**src/rtl/image_stream_proc.sv**
```systemverilog
// Streams a frame out of an external frame buffer through a per-pixel point
// operation (add/subtract/threshold/invert) onto a valid-ready output port.
module image_stream_proc #(
    parameter int unsigned WIDTH          = 768,
    parameter int unsigned HEIGHT         = 512,
    parameter int unsigned PPC            = 2,
    parameter int unsigned DATA_WIDTH     = 8,
    parameter int unsigned START_UP_DELAY = 100,
    parameter int unsigned H_SYNC_DELAY   = 160,
    parameter int unsigned FLIP_V         = 1
) (
    input  logic                                  clk,
    input  logic                                  rst_n,
    input  logic                                  start,
    input  logic [2:0]                            mode,
    input  logic [DATA_WIDTH-1:0]                 value,
    input  logic [DATA_WIDTH-1:0]                 threshold,
    output logic                                  rd_en,
    output logic [$clog2(WIDTH*HEIGHT/PPC)-1:0]   rd_addr,
    input  logic [3*PPC*DATA_WIDTH-1:0]           rd_data,
    output logic                                  vsync,
    output logic                                  out_valid,
    input  logic                                  out_ready,
    output logic [3*PPC*DATA_WIDTH-1:0]           out_pix,
    output logic                                  out_sof,
    output logic                                  out_eol,
    output logic                                  out_eof,
    output logic                                  busy,
    output logic                                  frame_done
);

    localparam int unsigned DW   = DATA_WIDTH;
    localparam int unsigned PW   = 3 * PPC * DW;
    localparam int unsigned BPL  = WIDTH / PPC;
    localparam int unsigned AW   = $clog2(WIDTH * HEIGHT / PPC);
    localparam int unsigned RW   = (HEIGHT > 1) ? $clog2(HEIGHT) : 1;
    localparam int unsigned MAXD = (START_UP_DELAY > H_SYNC_DELAY) ? START_UP_DELAY : H_SYNC_DELAY;
    localparam int unsigned CNTW = (MAXD > 1) ? $clog2(MAXD + 1) : 1;

    localparam logic [AW-1:0]   LAST_COL   = AW'(BPL - 1);
    localparam logic [AW-1:0]   BPL_A      = AW'(BPL);
    localparam logic [AW-1:0]   FIRST_BASE = (FLIP_V != 0) ? AW'((HEIGHT - 1) * BPL) : '0;
    localparam logic [RW-1:0]   LAST_ROW   = RW'(HEIGHT - 1);
    localparam logic [CNTW-1:0] SU_LAST    = CNTW'(START_UP_DELAY - 1);
    localparam logic [CNTW-1:0] HS_LAST    = CNTW'(H_SYNC_DELAY - 1);

    typedef enum logic [2:0] {S_IDLE, S_VSYNC, S_HSYNC, S_DATA, S_DRAIN} state_t;

    state_t          state_q, state_d;
    logic            start_q;
    logic [2:0]      mode_q, mode_d;
    logic [DW-1:0]   value_q, value_d;
    logic [DW-1:0]   thr_q, thr_d;
    logic [CNTW-1:0] dly_q, dly_d;
    logic [AW-1:0]   col_q, col_d;
    logic [AW-1:0]   base_q, base_d;
    logic [RW-1:0]   row_q, row_d;
    logic            outst_q;
    logic [2:0]      pflg_q, pflg_d;
    logic [PW-1:0]   buf_pix_q [2];
    logic [2:0]      buf_flg_q [2];
    logic            wr_ptr_q, wr_ptr_d;
    logic            rd_ptr_q, rd_ptr_d;
    logic [1:0]      cnt_q, cnt_d;

    logic            start_rise;
    logic            pop;
    logic            push;
    logic [1:0]      occ;
    logic            can_issue;
    logic [PW-1:0]   proc_beat;

    function automatic logic [PW-1:0] process_beat(
        input logic [PW-1:0] beat,
        input logic [2:0]    m,
        input logic [DW-1:0] v,
        input logic [DW-1:0] t
    );
        logic [PW-1:0] res;
        logic [DW-1:0] ch;
        logic [DW-1:0] r;
        logic [DW:0]   wide;
        logic [DW+1:0] sum;
        logic [DW+1:0] lim;
        res  = '0;
        r    = '0;
        wide = '0;
        lim  = {2'b00, t} + {2'b00, t} + {2'b00, t};
        for (int unsigned k = 0; k < PPC; k++) begin
            sum = {2'b00, beat[k*3*DW +: DW]} + {2'b00, beat[k*3*DW+DW +: DW]}
                + {2'b00, beat[k*3*DW+2*DW +: DW]};
            for (int unsigned c = 0; c < 3; c++) begin
                ch = beat[(k*3+c)*DW +: DW];
                case (m)
                    3'b001: begin
                        wide = {1'b0, ch} + {1'b0, v};
                        r    = wide[DW] ? '1 : wide[DW-1:0];
                    end
                    3'b010: begin
                        wide = {1'b0, ch} - {1'b0, v};
                        r    = wide[DW] ? '0 : wide[DW-1:0];
                    end
                    3'b011:  r = (sum > lim) ? '1 : '0;
                    3'b100:  r = ~ch;
                    default: r = ch;
                endcase
                res[(k*3+c)*DW +: DW] = r;
            end
        end
        return res;
    endfunction

    assign start_rise = start & ~start_q;
    assign pop        = (cnt_q != 2'd0) & out_ready;
    assign push       = outst_q;
    // Occupancy the buffer will reach if nothing more is issued; a new read
    // is allowed only while that leaves room for its returning beat.
    assign occ        = cnt_q + {1'b0, outst_q} - {1'b0, pop};
    assign can_issue  = (occ < 2'd2);

    always_comb begin
        proc_beat = process_beat(rd_data, mode_q, value_q, thr_q);
    end

    always_comb begin
        state_d    = state_q;
        mode_d     = mode_q;
        value_d    = value_q;
        thr_d      = thr_q;
        dly_d      = dly_q;
        col_d      = col_q;
        row_d      = row_q;
        base_d     = base_q;
        pflg_d     = pflg_q;
        rd_en      = 1'b0;
        frame_done = 1'b0;
        case (state_q)
            S_IDLE: begin
                if (start_rise) begin
                    state_d = S_VSYNC;
                    mode_d  = mode;
                    value_d = value;
                    thr_d   = threshold;
                    dly_d   = '0;
                    col_d   = '0;
                    row_d   = '0;
                    base_d  = FIRST_BASE;
                end
            end
            S_VSYNC: begin
                if (dly_q == SU_LAST) begin
                    state_d = S_HSYNC;
                    dly_d   = '0;
                end else begin
                    dly_d = dly_q + 1'b1;
                end
            end
            S_HSYNC: begin
                if (dly_q == HS_LAST) begin
                    state_d = S_DATA;
                    dly_d   = '0;
                end else begin
                    dly_d = dly_q + 1'b1;
                end
            end
            S_DATA: begin
                if (can_issue) begin
                    rd_en  = 1'b1;
                    pflg_d = {(row_q == '0) && (col_q == '0),
                              col_q == LAST_COL,
                              (col_q == LAST_COL) && (row_q == LAST_ROW)};
                    if (col_q == LAST_COL) begin
                        col_d = '0;
                        if (row_q == LAST_ROW) begin
                            state_d = S_DRAIN;
                        end else begin
                            state_d = S_HSYNC;
                            row_d   = row_q + 1'b1;
                            base_d  = (FLIP_V != 0) ? base_q - BPL_A : base_q + BPL_A;
                        end
                    end else begin
                        col_d = col_q + 1'b1;
                    end
                end
            end
            S_DRAIN: begin
                if ((cnt_q == 2'd0) && !outst_q) begin
                    state_d    = S_IDLE;
                    frame_done = 1'b1;
                end
            end
            default: state_d = S_IDLE;
        endcase
    end

    always_comb begin
        wr_ptr_d = wr_ptr_q ^ push;
        rd_ptr_d = rd_ptr_q ^ pop;
        cnt_d    = cnt_q + {1'b0, push} - {1'b0, pop};
    end

    always_ff @(posedge clk) begin
        if (!rst_n) begin
            state_q  <= S_IDLE;
            // Track the live level so a start held through reset is not an edge.
            start_q  <= start;
            mode_q   <= '0;
            value_q  <= '0;
            thr_q    <= '0;
            dly_q    <= '0;
            col_q    <= '0;
            row_q    <= '0;
            base_q   <= '0;
            pflg_q   <= '0;
            outst_q  <= 1'b0;
            wr_ptr_q <= 1'b0;
            rd_ptr_q <= 1'b0;
            cnt_q    <= '0;
        end else begin
            state_q  <= state_d;
            start_q  <= start;
            mode_q   <= mode_d;
            value_q  <= value_d;
            thr_q    <= thr_d;
            dly_q    <= dly_d;
            col_q    <= col_d;
            row_q    <= row_d;
            base_q   <= base_d;
            pflg_q   <= pflg_d;
            outst_q  <= rd_en;
            wr_ptr_q <= wr_ptr_d;
            rd_ptr_q <= rd_ptr_d;
            cnt_q    <= cnt_d;
        end
    end

    always_ff @(posedge clk) begin
        if (push) begin
            buf_pix_q[wr_ptr_q] <= proc_beat;
            buf_flg_q[wr_ptr_q] <= pflg_q;
        end
    end

    assign rd_addr   = base_q + col_q;
    assign vsync     = (state_q == S_VSYNC);
    assign busy      = (state_q != S_IDLE);
    assign out_valid = (cnt_q != 2'd0);
    assign out_pix   = out_valid ? buf_pix_q[rd_ptr_q] : '0;
    assign out_sof   = out_valid & buf_flg_q[rd_ptr_q][2];
    assign out_eol   = out_valid & buf_flg_q[rd_ptr_q][1];
    assign out_eof   = out_valid & buf_flg_q[rd_ptr_q][0];

endmodule

```
**config.mk**
```make
export PLATFORM = sky130hd
export DESIGN_NAME = image_stream_proc
export DESIGN_NICKNAME = d
export VERILOG_FILES = /design/src/rtl/image_stream_proc.sv
export SDC_FILE = /design/constraint.sdc
export NUM_CORES = 1
export LEC_CHECK = 0
export BUFFER_PORTS_ARGS = -buffer_cell sky130_fd_sc_hd__buf_2
export CAP_MARGIN = 15
export CORE_AREA = 2 2 185 187
export CTS_CLUSTER_DIAMETER = 50
export DETAILED_ROUTE_END_ITERATION = 6
export DIE_AREA = 0 0 187 189
export PLACE_DENSITY = 0.72
export SLEW_MARGIN = 20
export SYNTH_ARGS = -nofsm -noshare
export SYNTH_HDL_FRONTEND = slang
export SYNTH_SLANG_ARGS = --single-unit
```
**constraint.sdc**
```tcl
create_clock -name clk -period 4.3 [get_ports clk]
set_input_delay 0.215 -clock clk [delete_from_list [all_inputs] [get_ports clk]]
set_output_delay 0.215 -clock clk [all_outputs]
set_load 0.005 [all_outputs]
```
==> results of run 1 <==
[logic make-up (layout without fill, tap and decap cells)]
family                     Yosys count  in the layout
AOI/OAI and AO/OA                  445            445
xor gates and xnor gates            67             67
adders and majority gates          191            191
buffers and inverters              182            350
DFF                                180            180
muxes                               59             59
other                                0              2
and+or+nand+nor                    510            510
[tightest hold or removal path: stages]
cell and delay, ps:
buf_2 100, nand2_1 40, a21boi_0 70
[how the worst max path moves through the flow]
stage                            end  slack, ps  cells after the start
finish              buf_pix_q[1][19]        100                     17
global route        buf_pix_q[1][19]          5                     20
CTS                 buf_pix_q[1][19]         20                     17
detailed placement   buf_pix_q[0][8]       -400                     19
global placement    buf_pix_q[0][10]       -320                     19
floorplan           buf_pix_q[0][10]        -20                     19
[layout make-up]
cell class,instances,share of cell area
inverter,96,0.0219
clock inverter,13,0.00918
sequential,180,0.272
clock buffer,19,0.0267
antenna,2,0.000294
tap,448,0.0329
multi-input combinational,1272,0.560
timing repair buffer,222,0.0770
[cell usage in the layout, fill, tap and decap left out, drive strengths merged, types with 22 or more instances in the layout]
cell,netlist,routed
o21ai,70,70
a21boi,38,38
edfxtp,102,102
nand2,100,100
ha,160,160
xor2,29,29
nor2b,28,28
buf,20,220
inv,95,102
xnor2,36,36
dfxtp,78,78
nor2,191,191
o32a,22,22
a21o,25,25
fa,31,31
mux2i,59,59
a21oi,91,91
nor3,38,38
nand3,31,31
[state kept, by name, indices dropped and copies added (netlist names), named ones only]
signal,count
cnt_q,2
base_q,11
value_q,8
rd_ptr_q,1
mode_q,3
wr_ptr_q,1
buf_flg_q,6
row_q,9
start_q,1
col_q,18
state_q,3
dly_q,8
thr_q,8
pflg_q,3
outst_q,1
buf_pix_q,96
[power by group through the flow]
stage	combinational, mW	sequential [mW]	clock [mW]
floorplan	1.97	2.07	0
global placement	2.82	2.13	0
detailed placement	2.90	2.14	0
CTS	2.92	2.10	1.68
global route	3.26	2.11	1.75
finish	2.97	2.10	1.67
[per-layer routing]
| layer | routed length (um) | up-vias |
|---|---|---|
| li1 | - | 6291 |
| met1 | 19000 | 6296 |
| met2 | 20500 | 502 |
| met3 | 2980 | 108 |
| met4 | 1540 | 4 |
| met5 | 24 | - |
[repair_timing]
item / in CTS / in global routing
pin swaps: 0 / 4
hold endpoints to repair: 1 / 0
hold buffers: 1 / 0
gates resized for setup: 1 / 9
endpoints found under the setup margin: 10 / 46
setup buffers: 0 / 0
[stage by stage]
stage / setup TNS [ps] / setup slack [ps] / power (mW) / cells
floorplan: -197 / -19.7 / 4.04 / 1634
detailed placement: -16750 / -400 / 5.04 / 2217
finish: 0 / 97.5 / 6.73 / 2252
CTS: 0 / 21.3 / 6.70 / 2250
global route: 0 / 5.38 / 7.11 / 2251
global placement: -9370 / -323 / 4.95 / 2217
==> flow_summary_export.csv, run 1 <==
group,metric,value,unit
min_path,hold_depth,3,
synthesis,synth.ff_latch_count,180,
critical_path,crit_arrival,4380,ps
synthesis,synth_compound_area_frac,0.214,
run,maxCapViolations,0,
cells_and_area,final_core_util,0.512,
timing,slew_headroom,0.377,
critical_path,crit_family,"compound AO/OA/AOI/OAI gates",
synthesis,yosys.area_share.simple,0.167,
die,rows,67,
cells_and_area,area_growth,15.1,%
synthesis,syn_avg_cell_area,9.05,sq um
global_route,met1_usage,0.316,
power_and_ir_drop,power_density,395,nW/um^2
critical_path,slowest_delay,410,ps
synthesis,synthTopCellsByCount,"nor2_1 (191), ha_1 (160), edfxtp_1 (102), nand2_1 (100), inv_1 (95)",
placement,gp_congestion,0.943,
min_path,min_path_type,"in -> reg",
placement,placed_area,16400,sq um
power_and_ir_drop,power.switching,2.63,mW
power_and_ir_drop,seq_power_share,0.311,
cells_and_area,fin_area,17000,sq um
synthesis,syn_inst,1634,
synthesis,synth_top_area_cell,"edfxtp_1",
timing,grt_setup_unrepaired,"no",
placement,dpl.hpwl,32.6,mm
timing,worst_pin_slew,928,ps
synthesis,synth_top_area_share,0.207,
routing,vias,13201,
routing,routed_via_density,5.86,
die,fp.coreArea,33300,sq um
die,dieArea,35300,sq um
critical_path,worstPathCellList,"ha_1 -> inv_1 -> fa_1 -> nor2b_1 -> o21ai_0 -> nand2b_1 -> a21o_1 -> a21o_1 -> xor2_2 -> ha_1 -> and4_2 -> o2111a_1 -> a2111oi_4 -> a311oi_2 -> buf_4 -> a311o_1 -> o32a_1",
global_route,grt_max_degree,52,
clocking,cts_tree,"yes",
global_route,grt_pass1_vias,12406,
synthesis,synth_ff_type,"edfxtp_1",
cells_and_area,nets,2051,
clocking,numCtsBuffers,17,
power_and_ir_drop,irDropWorstVdd,0.273,mV
min_path,min_to,"value_q[6]",
synthesis,async_reset_ff_frac,0,
critical_path,cp.required,4480,ps
synthesis,ys_top_cells_by_area,"edfxtp_1 (21%), ha_1 (14%), dfxtp_1 (11%), nor2_1 (4.8%), fa_1 (4.2%)",
status,outcome,"complete, no violations",
die,initial_utilization,0.445,
power_and_ir_drop,pwr-share-comb,0.441,
synthesis,yosysMostFrequentCell,"nor2_1",
global_route,use_met3,0.0441,
critical_path,worstSetupPathType,"reg -> reg",
synthesis,yosys.cell_types.count,88,
die,die_width,187,um
power_and_ir_drop,power.internal,4.10,mW
placement,io_buffer_count,144,
critical_path,path_max_fanout,8,
timing,fmax,0.238,GHz
die,io_pins,145,
min_path,hold_start,"value[6]",
synthesis,synth_adder_area_share,0.177,
routing,drc,0,
routing,drt-wirelength-per-cell,19.5,um
die,die_h,189,um
cells_and_area,regArea,4630,sq um
synthesis,synth_edf_count,102,
timing,final_max_slew_viol_count,0,
synthesis,synthXorXnorAreaFrac,0.0416,
routing,drtPass1Iterations,5,
clocking,clockBufferDepth,2,
critical_path,cp_num_buf_inv,2,
critical_path,rr_endpoint,"buf_pix_q[1][19]",
synthesis,synth_top_family_by_area,"compound AO/OA/AOI/OAI gates",
timing,setup_viol,0,
critical_path,endpoint_kind,"register",
global_route,grt_antenna_before_repair,3,
timing,hold_viol,0,
synthesis,syn_nets,1896,
clocking,clock_latency,460,ps
global_route,top_usage_layer,"met2",
power_and_ir_drop,p_leak,7.02,nW
clocking,clk_pin_slew,80,ps
global_route,met2_usage,0.406,
synthesis,synth_area,14800,sq um
power_and_ir_drop,clock_power_share,0.247,
timing,fin_crit,4200,ps
clocking,numClockSinks,180,
cells_and_area,multi_input_area,9540,sq um
critical_path,crit_slowest_cell,"fa_1",
routing,drtAntennaViolNets,0,
synthesis,muxShareOfSynthArea,0.0399,
global_route,grt_first_pass_wirelength,67.9,mm
cells_and_area,drive_above_1_share,0.168,
synthesis,ys_warn_count,0,
power_and_ir_drop,swShare,0.391,
critical_path,crit_path_start,"thr_q[1]",
cells_and_area,n_fill_cell,3137,
critical_path,reg2reg_slack,100,ps
timing,holdWs,11.9,ps
critical_path,start_kind,"register",
global_route,track_usage,0.244,
critical_path,r2r_cells,17,
synthesis,synth_seq_area_share,0.313,
global_route,grt-ovfl-total,0,
clocking,clock-root-buffer,"clkbuf_16",
routing,routed_wl,44.0,mm
critical_path,reg2reg_from,"thr_q[1]",
timing,finalCritPeriodShare,0.977,
routing,dr.first_iter.drc_count,1076,
clocking,htree_num_levels,4,
timing,finalClockSkew,17.7,ps
Power figures use the tool's default switching activity.
==> run 2, diff against run 1 <==
--- a/config.mk
+++ b/config.mk
@@ -7,11 +7,14 @@
 export LEC_CHECK = 0
 export BUFFER_PORTS_ARGS = -buffer_cell sky130_fd_sc_hd__buf_2
 export CAP_MARGIN = 15
-export CORE_AREA = 2 2 185 187
+export CELL_PAD_IN_SITES_DETAIL_PLACEMENT = 1
+export CELL_PAD_IN_SITES_GLOBAL_PLACEMENT = 1
+export CORE_AREA = 2 2 191 193
 export CTS_CLUSTER_DIAMETER = 50
 export DETAILED_ROUTE_END_ITERATION = 6
-export DIE_AREA = 0 0 187 189
-export PLACE_DENSITY = 0.72
+export DIE_AREA = 0 0 193 195
+export PLACE_DENSITY = 0.84
+export RECOVER_POWER = 25
 export SLEW_MARGIN = 20
 export SYNTH_ARGS = -nofsm -noshare
 export SYNTH_HDL_FRONTEND = slang
==> flow_summary_export.csv, run 2 (synthesis gave the netlist of run 1 again) <==
group,metric,value,unit
status,outcome,"finished with violations",
status,violations,"capacitance limit, slew limit",
clocking,clock_latency,470,ps
critical_path,reg2reg_slack,130,ps
die,die_h,195,um
placement,io_buffer_count,144,
timing,finalClockSkew,17.0,ps
die,fp.coreArea,35400,sq um
power_and_ir_drop,irDropWorstVdd,0.367,mV
placement,placed_area,16400,sq um
cells_and_area,stdcell_count,2272,
timing,worst_slack,129,ps
critical_path,r2r_cells,16,
die,io_pins,145,
cells_and_area,final_cell_mix,"nor2_1 (189), ha_1 (159), buf_2 (132), edfxtp_1 (102), nand2_1 (100)",
timing,hold_viol,0,
cells_and_area,multi_input_area,9550,sq um
routing,routed_via_density,5.94,
global_route,grt-ovfl-total,0,
routing,drc,0,
clocking,htree_num_levels,4,
cells_and_area,largest_reg_flops,96,
timing,final_max_slew_viol_count,110,
placement,dpl.hpwl,37.2,mm
clocking,cts_tree,"yes",
clocking,clk_pin_slew,70,ps
routing,drtPass1Iterations,5,
critical_path,endpoint_kind,"register",
cells_and_area,top_register,"buf_pix_q",
placement,pre_cts_slack,-552,ps
timing,worst_pin_slew,2500,ps
routing,drt-wirelength-per-cell,21.9,um
critical_path,cp.required,4510,ps
critical_path,crit_end,"buf_pix_q[1][30]",
timing,setup_tns,0,ps
routing,drtAntennaViolNets,0,
critical_path,reg2reg_from,"thr_q[2]",
die,die_width,193,um
placement,gp_congestion,0.903,
cells_and_area,largestRegisters,"buf_pix_q: 96 flops, col_q: 18 flops, base_q: 11 flops",
cells_and_area,regArea,4630,sq um
critical_path,start_kind,"register",
critical_path,crit_path_start,"thr_q[2]",
timing,slew_headroom,-0.668,
min_path,min_path_type,"in -> reg",
timing,finalCritPeriodShare,0.970,
timing,holdWs,11.9,ps
die,rows,69,
routing,dr.first_iter.drc_count,805,
power_and_ir_drop,p_leak,6.98,nW
run,maxCapViolations,3,
die,dieArea,37600,sq um
cells_and_area,nets,2059,
critical_path,crit_arrival,4380,ps
critical_path,worstSetupPathType,"reg -> reg",
routing,routed_wl,49.7,mm
global_route,grt_first_pass_wirelength,76.2,mm
placement,dp_cells,2233,
clocking,clock-root-buffer,"clkbuf_16",
cells_and_area,mostFrequentLayoutCell,"nor2_1",
global_route,grt_pass1_vias,13837,
die,initial_utilization,0.418,
power_and_ir_drop,power_density,396,nW/um^2
cells_and_area,drive_above_1_share,0.167,
cells_and_area,n_fill_cell,4162,
global_route,grt_max_degree,60,
routing,vias,13487,
cells_and_area,area_growth,15.3,%
global_route,track_usage,0.263,
clocking,numCtsBuffers,17,
cells_and_area,fin_area,17100,sq um
timing,setup_viol,0,
global_route,grt_antenna_before_repair,2,
critical_path,rr_endpoint,"buf_pix_q[1][30]",
clocking,numClockSinks,180,
critical_path,path_max_fanout,6,
clocking,clockBufferDepth,2,
timing,fmax,0.240,GHz
timing,fin_crit,4170,ps
run 2: cell types whose count changed in the layout (fill, tap and decap cells not counted), moves of 2 or more:
cell	delta
clkinvlp_4	+3
and2_0	+3
and2_1	-3
clkbuf_1	+9
buf_4	+5
inv_1	-2
ha_2	-2
inv_2	+2
inv_6	+2
inv_8	-2
buf_2	-11
dlygate4sd3_1	+2
ha_1	+2
run 2: power breakdown:
group / total (mW) / internal, mW / switching (mW)
sequential: 2.09 / 1.98 / 0.108
clock: 1.56 / 0.763 / 0.794
combinational: 3.10 / 1.28 / 1.82
total: 6.75 / 4.02 / 2.72
run 2: per-layer routing:
layer,part of all wire,vias up,GRT usage
met3,0.064,115,0.0543
met2,0.48,436,0.444
met5,0,-,0
li1,-,6289,-
met4,0.036,0,0.106
met1,0.42,6647,0.325
run 2: critical path: stages, from the launching register on:
cell and delay (ps):
dfxtp_1 410, ha_1 260, a21o_1 190, a21oi_2 180, nor2b_1 70, o21a_1 200, o41a_1 330, xnor2_1 130
buf_4 160, ha_1 320, and3_1 190, and3_1 190, o21ai_0 90, a32oi_1 170, buf_4 200, or3_4 440
o32a_1 390
run 2: area by class of cell:
| type | instances | area share |
|---|---|---|
| antenna | 1 | 0.000147 |
| clock buffer | 17 | 0.0249 |
| clock inverter | 15 | 0.00814 |
| inverter | 96 | 0.0219 |
| multi-input combinational | 1272 | 0.560 |
| sequential | 180 | 0.271 |
| tap | 461 | 0.0338 |
| timing repair buffer | 230 | 0.0798 |
run 2: through the flow:
step / util / power (mW)
6_report: 0.482 / 6.75
5_1_grt: 0.482 / 7.13
4_1_cts: 0.480 / 6.70
3_5_place_dp: 0.463 / 5.13
3_3_place_gp: 0.463 / 4.98
2_1_floorplan: - / 4.04
run 2: worst min-delay path by stage:
| stage | from | end | slack (ps) | cells after the start |
|---|---|---|---|---|
| floorplan | start | start_q | 240 | 0 |
| global placement | start | start_q | 340 | 1 |
| detailed placement | start | start_q | 340 | 1 |
| CTS | threshold[3] | thr_q[3] | 4 | 3 |
| global route | threshold[1] | thr_q[1] | 20 | 3 |
| finish | threshold[3] | thr_q[3] | 10 | 3 |
run 2: timing repair:
| item | in CTS | in global routing |
|---|---|---|
| pin swaps | 0 | 4 |
| resized for setup | 3 | 15 |
| setup buffers | 0 | 3 |
| hold endpoints to repair | 3 | 0 |
| cloned | 0 | 0 |
| endpoints found under the setup margin | 13 | 68 |
| hold buffers | 3 | 0 |
